File: src/rtl/signal_expansioner.sv
// Pulse stretcher for the data-frame generator write side.
// SIG_OUT follows SIG_IN high and then holds high for EXTEND_LEN more cycles
// after SIG_IN falls, so pre/post-acquisition samples are captured.
// Optional build macro: SIGNAL_EXPANSIONER_OUTPUT_REG_EN registers SIG_OUT
// (both edges delayed by one cycle, pulse width unchanged).
module signal_expansioner #(
    parameter int MAX_EXTEND_LEN_WIDTH = 5
) (
    input  logic                            CLK,
    input  logic                            RESET,
    input  logic [MAX_EXTEND_LEN_WIDTH-1:0] EXTEND_LEN,
    input  logic                            SIG_IN,
    output logic                            SIG_OUT
);

    localparam int W = MAX_EXTEND_LEN_WIDTH;

    logic [W-1:0] cnt;
    logic         stretch;

    // Down-counter: reload while SIG_IN is high, otherwise count down and stop at zero.
    always_ff @(posedge CLK) begin
        if (!RESET) begin
            cnt <= '0;
        end else if (SIG_IN) begin
            cnt <= EXTEND_LEN;
        end else if (cnt != '0) begin
            cnt <= cnt - W'(1);
        end
    end

    // Raw stretched level: the input itself or a pending extension.
    always_comb begin
        stretch = SIG_IN | (cnt != '0);
    end

`ifdef SIGNAL_EXPANSIONER_OUTPUT_REG_EN
    logic sig_q;

    // Registered output; cleared on reset so nothing leaks out after a reset edge.
    always_ff @(posedge CLK) begin
        if (!RESET) begin
            sig_q <= 1'b0;
        end else begin
            sig_q <= stretch;
        end
    end

    assign SIG_OUT = sig_q;
`else
    // Combinational output, forced low for as long as reset is asserted.
    always_comb begin
        SIG_OUT = RESET & stretch;
    end
`endif

endmodule

File: config.mk
export PLATFORM = sky130hd
export DESIGN_NAME = signal_expansioner
export DESIGN_NICKNAME = d
export VERILOG_FILES = /design/src/rtl/signal_expansioner.sv
export SDC_FILE = /design/constraint.sdc
export NUM_CORES = 1
export LEC_CHECK = 0
export ABC_AREA = 0
export CAP_MARGIN = 20
export CORE_AREA = 2 2 39 41
export CTS_BUF_LIST = sky130_fd_sc_hd__clkbuf_8
export CTS_CLUSTER_DIAMETER = 30
export DETAILED_ROUTE_END_ITERATION = 8
export DIE_AREA = 0 0 41 43
export DONT_BUFFER_PORTS = 1
export MAX_ROUTING_LAYER = met4
export SETUP_SLACK_MARGIN = 0.15
export SLEW_MARGIN = 15
export SYNTH_ARGS = -nofsm -noshare
export SYNTH_HDL_FRONTEND = slang
export SYNTH_SLANG_ARGS = --single-unit
File: constraint.sdc
create_clock -name CLK -period 2.1 [get_ports CLK]
set_input_delay 0.105 -clock CLK [delete_from_list [all_inputs] [get_ports CLK]]
set_output_delay 0.105 -clock CLK [all_outputs]
set_load 0.02 [all_outputs]
==> results of run 1 <==
-- critical path: stages, from the launching register on --
cell     delay [ns]
dfxtp_1        0.33
inv_1          0.06
ha_1           0.17
or3b_4         0.40
or3_4          0.36
and2_4         0.20
-- power by group through the flow --
stage,clock [mW],sequential (mW),combinational [mW]
floorplan,0,0.117,0.0627
detailed placement,0,0.120,0.0666
CTS,0.189,0.118,0.0673
finish,0.183,0.118,0.0682
global route,0.196,0.120,0.0792
global placement,0,0.120,0.0658
-- stage by stage --
stage	util, %	hold WS [ns]	std cells
after floorplan	-	0.259	34
after global placement	22.2	0.255	48
after detailed placement	22.2	0.262	48
after CTS	25.5	0.0195	52
after global routing	25.6	0.0322	52
final	25.6	0.0232	52
-- kinds of logic after synthesis --
family	after synthesis
multiplexers	1
adder cells (fa/ha/maj)	1
buffers and inverters	4
flip-flops	5
AND/OR/NAND/NOR	15
XOR/XNOR	2
AO/OA/AOI/OAI	6
-- routing by layer --
layer | GRT usage (%) | wire length, um | vias to the layer above
li1 | - | - | 123
met3 | 6.81 | 45 | 4
met1 | 8.71 | 253 | 96
met2 | 11.6 | 214 | 11
met4 | 10.0 | 25 | 0
met5 | - | 0 | -
-- final cells by class --
class | instances | area, um^2 | area share (%)
clock buffer | 3 | 41.3 | 11.7
clock inverter | 1 | 5.00 | 1.41
inverter | 2 | 7.51 | 2.12
multi-input combinational | 25 | 180 | 50.9
sequential | 5 | 100 | 28.3
tap | 16 | 20.0 | 5.65
-- final timing paths --
check                           cells after the start             endpoint                 from
worst max register to register                      5  cnt[2]$_SDFFE_PN0P_  cnt[0]$_SDFFE_PN0P_
worst min-delay path                                2  cnt[4]$_SDFFE_PN0P_               SIG_IN
worst min register to register                      2  cnt[1]$_SDFFE_PN0P_  cnt[1]$_SDFFE_PN0P_
worst max-delay path                                5              SIG_OUT  cnt[0]$_SDFFE_PN0P_
-- cells in the final DEF, fill, tap and decap left out, drive strengths merged, types with 2 or more instances in the layout --
cell,instances
and2,2
clkbuf,3
dfxtp,5
inv,2
nand2,3
nand3b,2
nor2,2
o21ai,2
==> summary.txt, run 1 <==
Power and ir drop
  • Switching power: 0.0941 mW
  • Sequential power share: 31.9%
  • Clock network power share: 49.6%
  • Internal power: 0.275 mW
  • Tot Pwr: 0.369 mW
  • Pwr dens: 1040 nW/um^2
  • Leak pwr: 0.140 nW
  • Gate power share: 18.5%
  • Maximum VDD drop: 0.439 mV
  • Switch share: 25.5%

Placement
  • RePlAce Congestion: just under 0.8
  • Pre-CTS setup slack: 0.433 ns
  • Port bufs: 0
  • Post-DP HPWL: slightly below 400 um
  • Area post-placement: 307 um^2

Timing
  • Worst Skew: 0.00464 ns
  • Final Slew Violations: 0
  • Least-Margin Pin Slew: 0.288 ns
  • Final Hold Viols: 0
  • Fmax: 538 MHz
  • Setup ws final: between 0.2 and 0.25 ns
  • Setup Viol. Count Final: 0
  • Relative slew slack: a little over 80%
  • Setup TNS: 0 ns
  • Unrepaired setup endpoints after global routing: no
  • Minimum clock period: about 1.9 ns
  • Final Cycle Share: 88.5%

Clock network
  • Clk_lat worst skew: between 0.2 and 0.25 ns
  • H-tree Lvls: 1
  • Clock-pin slew on the worst setup and hold paths: 0.04 ns
  • Post_cts resized: 0
  • Clk buf depth: 2
  • CTS root buffer: clkbuf_8
  • Hold-fix buffers, CTS: 0
  • Sink Count: 5
  • Post-CTS Setup Bufs: 0
  • CTS tree: built
  • Cts bufs inserted: 3

Yosys
  • Synth top area share: 34.0%
  • Dominant synthesized flop cell: dfxtp_1
  • Synth Area in Simple Gates: 31.9%
  • Avg Inst Size Synth: 8.65 um^2
  • Post-Synth XOR/XNOR Area: under 10%
  • Synth cell count leaders: 5 x dfxtp_1, 3 x nand2_1
  • Synth Area in Adders: between 4 and 5%
  • Unique cell type count in the Yosys netlist: 24
  • Mapped Cells: 34
  • Number of flops mapped to enable cells by yosys: 0
  • Number of synthesized register bits: 5
  • Post-synth net total: 43
  • Compound-Gate Fraction of Synth Area: 15.3%
  • Mapped Area: 294 um^2
  • Largest family of logic cells by synthesized area: simple AND/OR/NAND/NOR gates
  • FFs w/ async S/R, synth: 0%
  • Cell with the most instances after synthesis: dfxtp_1
  • Mux cell area share after synthesis: approximately 3.4%
  • Largest cells by area after synthesis: dfxtp_1 34%, nand3b_1 5.1%, ha_1 4.3%
  • Yosys top cell by area: dfxtp_1
  • YS warnings: 0
  • Sequential fraction of the synthesis area: between 30% and 40%

Global route
  • Initial antenna violation count: 0
  • First-pass GRT wire length: 979 um
  • GR Util All Layers: 9.47%
  • Vias in the first global route: roughly 240
  • Final global-route overflow total: 0
  • Largest net degree at the start of global routing: 13

Cells and area
  • Inserted Diodes: 0
  • Layout area overhead: 20.4%
  • Final Instance Area: 354 um^2
  • Number of flip-flops in the largest register: 5
  • Largest Register: cnt
  • Fillers: 149
  • Largest regs: cnt (5)
  • Layout cells sized above 1: 22.2%
  • Nets@finish: 46

Floorplanning
  • Die Ht: 43 um
  • Die ar.: 1760 um^2
  • Row cnt: 14
  • Core Region: 1380 um^2
  • Die X: 41 um
  • Initial core utilization: between 20% and 30%
  • Num ports: 9

Route
  • Routed WL per cell: 10.4 um
  • Via count: 234
  • Drt initial violations: 1
  • Final WL: roughly 540 um
  • Drt pass-1 iters: 2
  • Routed vias/inst: 4.50
  • Antenna viol nets, final: 0
  • DRC viols: 0

Worst setup path
  • Critical path class: register to primary output
  • Critical Path Start Type: register
  • Setup crit end kind: primary output
  • R2R setup slack: around 0.46 ns
  • Worst path arrival time: 1.75 ns
  • Worst endpoint required time: 2.00 ns
  • Crit-path max FO: 4

Run
  • Max-cap violations: 0

Hold path
  • Hold crit path type: primary input to register

Outcome
  • Status: finished clean
Note: power is estimated with default switching activity, not from simulation.
==> inputs of run 2 (changes only) <==
CELL_PAD_IN_SITES_DETAIL_PLACEMENT = 1   (was not set)
CELL_PAD_IN_SITES_GLOBAL_PLACEMENT = 1   (was not set)
CTS_BUF_LIST = sky130_fd_sc_hd__clkbuf_4   (was sky130_fd_sc_hd__clkbuf_8)
PLACE_DENSITY_LB_ADDON = 0.1   (was not set)
==> run 2 against run 1 <==
Compared with the run above:
- the flow now finishes with violations (hold timing)
- via count grew 13%
- register-to-register slack lost 0.13 ns
- sequential share of layout area shrank 1.3 points
- clock-buffer cell count grew 1
- largest cell class unchanged
- largest power group unchanged
==> summary.txt, run 2 (same netlist as run 1, synthesis figures left out) <==
Timing
  • Fmax: 531 MHz (-1.4%)
  • Worst Skew: 0.00294 ns (-0.00170 ns)
  • Minimum clock period: 1.88 ns (+0.0258 ns)
  • Final Slew Violations: 0 (unchanged)
  • Setup Viol. Count Final: 0 (unchanged)
  • Unrepaired setup endpoints after global routing: no
  • Setup TNS: 0 ns (unchanged)
  • Setup ws final: 0.217 ns (-0.0258 ns)
  • Final Cycle Share: 89.7% (+1.2 points)
  • Relative slew slack: 81.2% (+0.67 points)
  • Min Hold Slack: -0.00263 ns (-0.0259 ns)
  • Final Hold Viols: 1 (+1)
  • Least-Margin Pin Slew: 0.278 ns (-0.00990 ns)

Global route
  • GR Util All Layers: 11.2% (+1.7 points)
  • Final global-route overflow total: 0 (unchanged)
  • Vias in the first global route: 283 (+16%)
  • First-pass GRT wire length: 1220 um (+25%)
  • Initial antenna violation count: 0 (unchanged)
  • Largest net degree at the start of global routing: 13 (unchanged)

Hold path
  • Hold crit path type: primary input to register

Cells and area
  • Register area: 103 um^2 (+2.5%)
  • Fin cells: 56 (+7.7%)
  • Fillers: 162 (+8.7%)
  • Layout area overhead: 29.4%
  • Nets@finish: 50 (+8.7%)
  • Commonest non-fill, non-tap cells in the layout: 4 x clkbuf_4, 3 x nand2_1, 3 x dfxtp_1, 3 x dlygate4sd3_1
  • Number of flip-flops in the largest register: 5 (unchanged)
  • Inserted Diodes: 0 (unchanged)
  • Utilization after layout: 27.5% (+1.9 points)
  • Commonest non-fill, non-tap cell in the layout: clkbuf_4
  • Layout cells sized above 1: 32.5% (+10 points)
  • Largest Register: cnt
  • Largest regs: cnt (5)
  • Area of the multi-input gates: 183 um^2 (+1.4%)

Power and ir drop
  • Leak pwr: 0.151 nW (+7.6%)
  • Maximum VDD drop: 0.242 mV (-45%)
  • Tot Pwr: 0.328 mW (-11%)
  • Pwr dens: 861 nW/um^2 (-17%)

Placement
  • RePlAce Congestion: 0.648 (-18%)
  • Placed cell count: 48 (unchanged)
  • Port bufs: 0 (unchanged)
  • Pre-CTS setup slack: 0.412 ns (-0.0203 ns)

Floorplanning
  • Num ports: 9 (unchanged)
  • Core Region: 1380 um^2 (unchanged)
  • Initial core utilization: 21.2% (unchanged)
  • Die X: 41 um (unchanged)
  • Die Ht: 43 um (unchanged)
  • Die ar.: 1760 um^2 (unchanged)
  • Row cnt: 14 (unchanged)

Route
  • Via count: 264 (+13%)
  • DRC viols: 0 (unchanged)
  • Routed WL per cell: 12.4 um (+19%)
  • Routed vias/inst: 4.71 (+4.8%)
  • Drt initial violations: 1 (unchanged)
  • Antenna viol nets, final: 0 (unchanged)
  • Drt pass-1 iters: 2 (unchanged)
  • Final WL: 693 um (+29%)

Worst setup path
  • Critical path class: register to primary output
  • Critical Path Start Type: register
  • Setup crit end kind: primary output
  • Crit-path max FO: 4 (unchanged)
  • Worst path arrival time: 1.78 ns (+0.03 ns)
  • Worst endpoint required time: 2.00 ns (about the same)

Clock network
  • Clock-pin slew on the worst setup and hold paths: 0.04 ns (about the same)
  • Clk_lat worst skew: 0.25 ns (+0.02 ns)
  • Sink Count: 5 (unchanged)
  • H-tree Lvls: 1 (unchanged)
  • Cts bufs inserted: 3 (unchanged)
  • Clk buf depth: 2 (unchanged)
  • CTS root buffer: clkbuf_4
  • CTS tree: built

Run
  • Max-cap violations: 0 (unchanged)

Outcome
  • Failing checks: hold timing
  • Status: finished, violations left
[run 2: metal layers]
metal | GRT usage [%] | up-vias | part of all wire, %
li1 | - | 129 | -
met1 | 14.5 | 124 | 49
met2 | 13.1 | 8 | 42
met3 | 3.66 | 3 | 6.1
met4 | 10.0 | 0 | 3.3
met5 | - | - | 0
[run 2: final timing paths]
kind	start	endpoint	slack (ns)	cells past startpoint
setup / recovery	cnt[1]$_SDFFE_PN0P_	SIG_OUT	0.22	5
hold / removal	RESET	cnt[1]$_SDFFE_PN0P_	-0.003	2
setup reg to reg	cnt[1]$_SDFFE_PN0P_	cnt[4]$_SDFFE_PN0P_	0.33	6
hold reg to reg	cnt[1]$_SDFFE_PN0P_	cnt[1]$_SDFFE_PN0P_	0.47	2
[run 2: power by group]
group / leakage (nW) / internal, mW / total, mW / switching, mW
Sequential: 0.0420 / 0.109 / 0.120 / 0.0109
Combinational: 0.0902 / 0.0468 / 0.0785 / 0.0317
Clock: 0.0184 / 0.0850 / 0.129 / 0.0441
Total: 0.151 / 0.241 / 0.328 / 0.0868
[run 2: final cells by class]
type                       count  share of cell area (%)
tap                           16                    5.26
clock buffer                   4                    7.89
inverter                       2                    1.97
multi-input combinational     25                    48.0
sequential                     5                    27.0
timing repair buffer           4                    9.87
[run 2: critical path, stage by stage (launching register included)]
cell,delay [ns]
dfxtp_2,0.32
inv_1,0.06
ha_2,0.17
or3b_4,0.40
or3_4,0.40
and2_4,0.18
[run 2: metrics by stage]
stage               hold WS (ns)  instance area (um^2)
global route             0.00180                   380
floorplan                  0.259                   294
global placement           0.256                   307
detailed placement         0.265                   307
finish                  -0.00263                   380
CTS                      0.00303                   368
[run 2: what timing repair did]
| item | 4_1_cts | 5_1_grt |
|---|---|---|
| gates cloned | 0 | 0 |
| hold buffers | 3 | 0 |
| buffers inserted | 0 | 1 |
| pin swaps | 0 | 3 |
| endpoints found under the hold margin | 2 | 0 |
| resized for setup | 1 | 4 |
| endpoints found under the setup margin | 1 | 1 |
==> inputs of run 3 (changes only) <==
clock period = 2.3 ns   (was 2.1 ns; I/O delays follow)
==> run 3 against run 2 <==
Compared with the run above:
- the run now ends clean
- sequential power shrank 10%
- clock-buffer cell count did not move
- worst setup slack better by 0.15 ns
- highest routed layer is now met3
- critical path depth unchanged
- cell area shrank 12%
- sequential share of layout area increased by 2.8 points
- die area stayed put
- global-route usage shrank 1.0 points
- flip-flop and latch count unchanged
==> summary.txt, run 3 (same netlist as run 1, synthesis figures left out) <==
Outcome
  • Status: finished clean

Worst setup path
  • CP Buf/Inv Count: 1 (unchanged)
  • Critical path class: register to primary output
  • Worst path top cell family by delay: simple AND/OR/NAND/NOR gates
  • Setup crit end kind: primary output
  • Path depth of the worst reg2reg path: 5 (-1)
  • Crit-path max FO: 4 (unchanged)
  • Worst path max stage delay: 0.41 ns (about the same)
  • Crit-path slowest cell: or3b_4
  • Crit path depth: 5 (unchanged)
  • Worst path arrival time: 1.82 ns (+0.04 ns)
  • Worst endpoint required time: 2.18 ns (+0.18 ns)
  • CP cell instances: inv_1 > ha_1 > or3b_4 > or3_4 > and2_2
  • Critical Path Start Type: register
  • R2R setup slack: 0.66 ns (+0.33 ns)

Cells and area
  • Nets@finish: 46 (-8.0%)
  • Final Instance Area: 337 um^2 (-12%)
  • Largest regs: cnt (5)
  • Register area: 100 um^2 (-2.4%)
  • Largest Register: cnt
  • Fillers: 169 (+4.3%)
  • Layout cells sized above 1: 22.2% (-10 points)
  • Area of the multi-input gates: 179 um^2 (-2.1%)
  • Commonest non-fill, non-tap cell in the layout: dfxtp_1
  • Layout area overhead: 14.5%
  • Number of flip-flops in the largest register: 5 (unchanged)
  • Commonest non-fill, non-tap cells in the layout: 5 x dfxtp_1, 4 x clkbuf_4, 3 x nand2_1
  • Inserted Diodes: 0 (unchanged)
  • Fin cells: 52 (-7.1%)

Hold path
  • Hold crit path type: primary input to register
  • Hold Path Stages: 2 (unchanged)

Global route
  • First-pass GRT wire length: 1130 um (-7.4%)
  • Final global-route overflow total: 0 (unchanged)
  • Initial antenna violation count: 0 (unchanged)
  • M2 GR Usage: 13.4% (+0.31 points)
  • Largest net degree at the start of global routing: 13 (unchanged)
  • Vias in the first global route: 253 (-11%)
  • Global route hottest layer: met2
  • GR Util All Layers: 10.2% (-1.0 points)
  • Met1 GRT Util: 13.2% (-1.3 points)
  • M3 GR Usage: 3.14% (-0.52 points)

Clock network
  • Clock-pin slew on the worst setup and hold paths: 0.04 ns (about the same)
  • Clk buf depth: 2 (unchanged)
  • Hold-fix buffers, CTS: 0 (-3)
  • CTS tree: built
  • H-tree Lvls: 1 (unchanged)
  • Sink Count: 5 (unchanged)
  • Post_cts resized: 0 (-1)
  • CTS root buffer: clkbuf_4
  • Clk_lat worst skew: 0.24 ns (about the same)
  • Cts bufs inserted: 3 (unchanged)
  • Post-CTS Setup Bufs: 0 (unchanged)

Power and ir drop
  • Sequential power share: 38.1% (+1.5 points)
  • Switching power: 0.0721 mW (-17%)
  • Switch share: 25.5% (-0.94 points)
  • Pwr dens: 839 nW/um^2 (-2.6%)
  • Maximum VDD drop: 0.227 mV (-6.3%)
  • Clock network power share: 40.2% (+0.8 points)
  • Gate power share: 21.6% (-2.4 points)
  • Leak pwr: 0.131 nW (-13%)
  • Internal power: 0.210 mW (-13%)

Timing
  • Final Cycle Share: 84.2%
  • Setup Viol. Count Final: 0 (unchanged)
  • Final Hold Viols: 0 (-1)
  • Setup TNS: 0 ns (unchanged)
  • Least-Margin Pin Slew: 0.274 ns (-0.00449 ns)
  • Relative slew slack: 81.5% (+0.30 points)
  • Minimum clock period: 1.94 ns
  • Fmax: 516 MHz
  • Unrepaired setup endpoints after global routing: no
  • Final Slew Violations: 0 (unchanged)
  • Worst Skew: 0.00181 ns (-0.00114 ns)

Route
  • DRC viols: 0 (unchanged)
  • Via count: 238 (-9.8%)
  • Drt initial violations: 2 (+1)
  • Routed WL per cell: 12.4 um (+0.39%)
  • Final WL: 646 um (-6.8%)
  • Routed vias/inst: 4.58 (-2.9%)
  • Antenna viol nets, final: 0 (unchanged)
  • Drt pass-1 iters: 4 (+2)

Floorplanning
  • Die X: 41 um (unchanged)
  • Die Ht: 43 um (unchanged)
  • Row cnt: 14 (unchanged)
  • Die ar.: 1760 um^2 (unchanged)
  • Initial core utilization: 21.2% (unchanged)
  • Num ports: 9 (unchanged)
  • Core Region: 1380 um^2 (unchanged)

Placement
  • Placed cell count: 48 (unchanged)
  • Area post-placement: 307 um^2 (unchanged)
  • Port bufs: 0 (unchanged)
  • RePlAce Congestion: 0.703 (+8.5%)

Run
  • Max-cap violations: 0 (unchanged)
run 3: routing by layer:
layer | wire [um] | up-vias
li1 | - | 122
met1 | 303 | 111
met2 | 300 | 5
met3 | 42 | 0
met4 | 0 | 0
met5 | 0 | -
run 3: worst paths after layout:
check | startpoint | endpoint
max | cnt[0]$_SDFFE_PN0P_ | SIG_OUT
min | SIG_IN | cnt[4]$_SDFFE_PN0P_
max reg2reg | cnt[0]$_SDFFE_PN0P_ | cnt[2]$_SDFFE_PN0P_
min reg2reg | cnt[1]$_SDFFE_PN0P_ | cnt[1]$_SDFFE_PN0P_
run 3: worst reg2reg max path: stages (launching register included):
cell and delay [ns]:
dfxtp_1 0.33, inv_1 0.06, ha_1 0.17, or3b_4 0.41
or3_4 0.37, and3_2 0.20
run 3: layout make-up:
class	instances	area share (%)
Multi-Input combinational cell	25	53.2
Sequential cell	5	29.7
Clock buffer	4	8.92
Tap cell	16	5.95
Inverter	2	2.23
run 3: power by group through the flow:
stage	registers (mW)	logic [mW]	clock network [mW]
global route	0.110	0.0711	0.124
floorplan	0.107	0.0573	0
finish	0.108	0.0611	0.114
detailed placement	0.109	0.0625	0
CTS	0.108	0.0626	0.120
global placement	0.109	0.0617	0
run 3: stage by stage:
| stage | util, % | hold WS, ns | setup slack [ns] | total power, mW |
|---|---|---|---|---|
| after global placement | 22.2 | 0.266 | 0.603 | 0.171 |
| after global routing | 24.3 | 0.0221 | 0.271 | 0.305 |
| after CTS | 24.3 | 0.0144 | 0.340 | 0.290 |
| after floorplan | - | 0.269 | 0.692 | 0.164 |
| after detailed placement | 22.2 | 0.272 | 0.605 | 0.172 |
| final | 24.3 | 0.0232 | 0.363 | 0.282 |
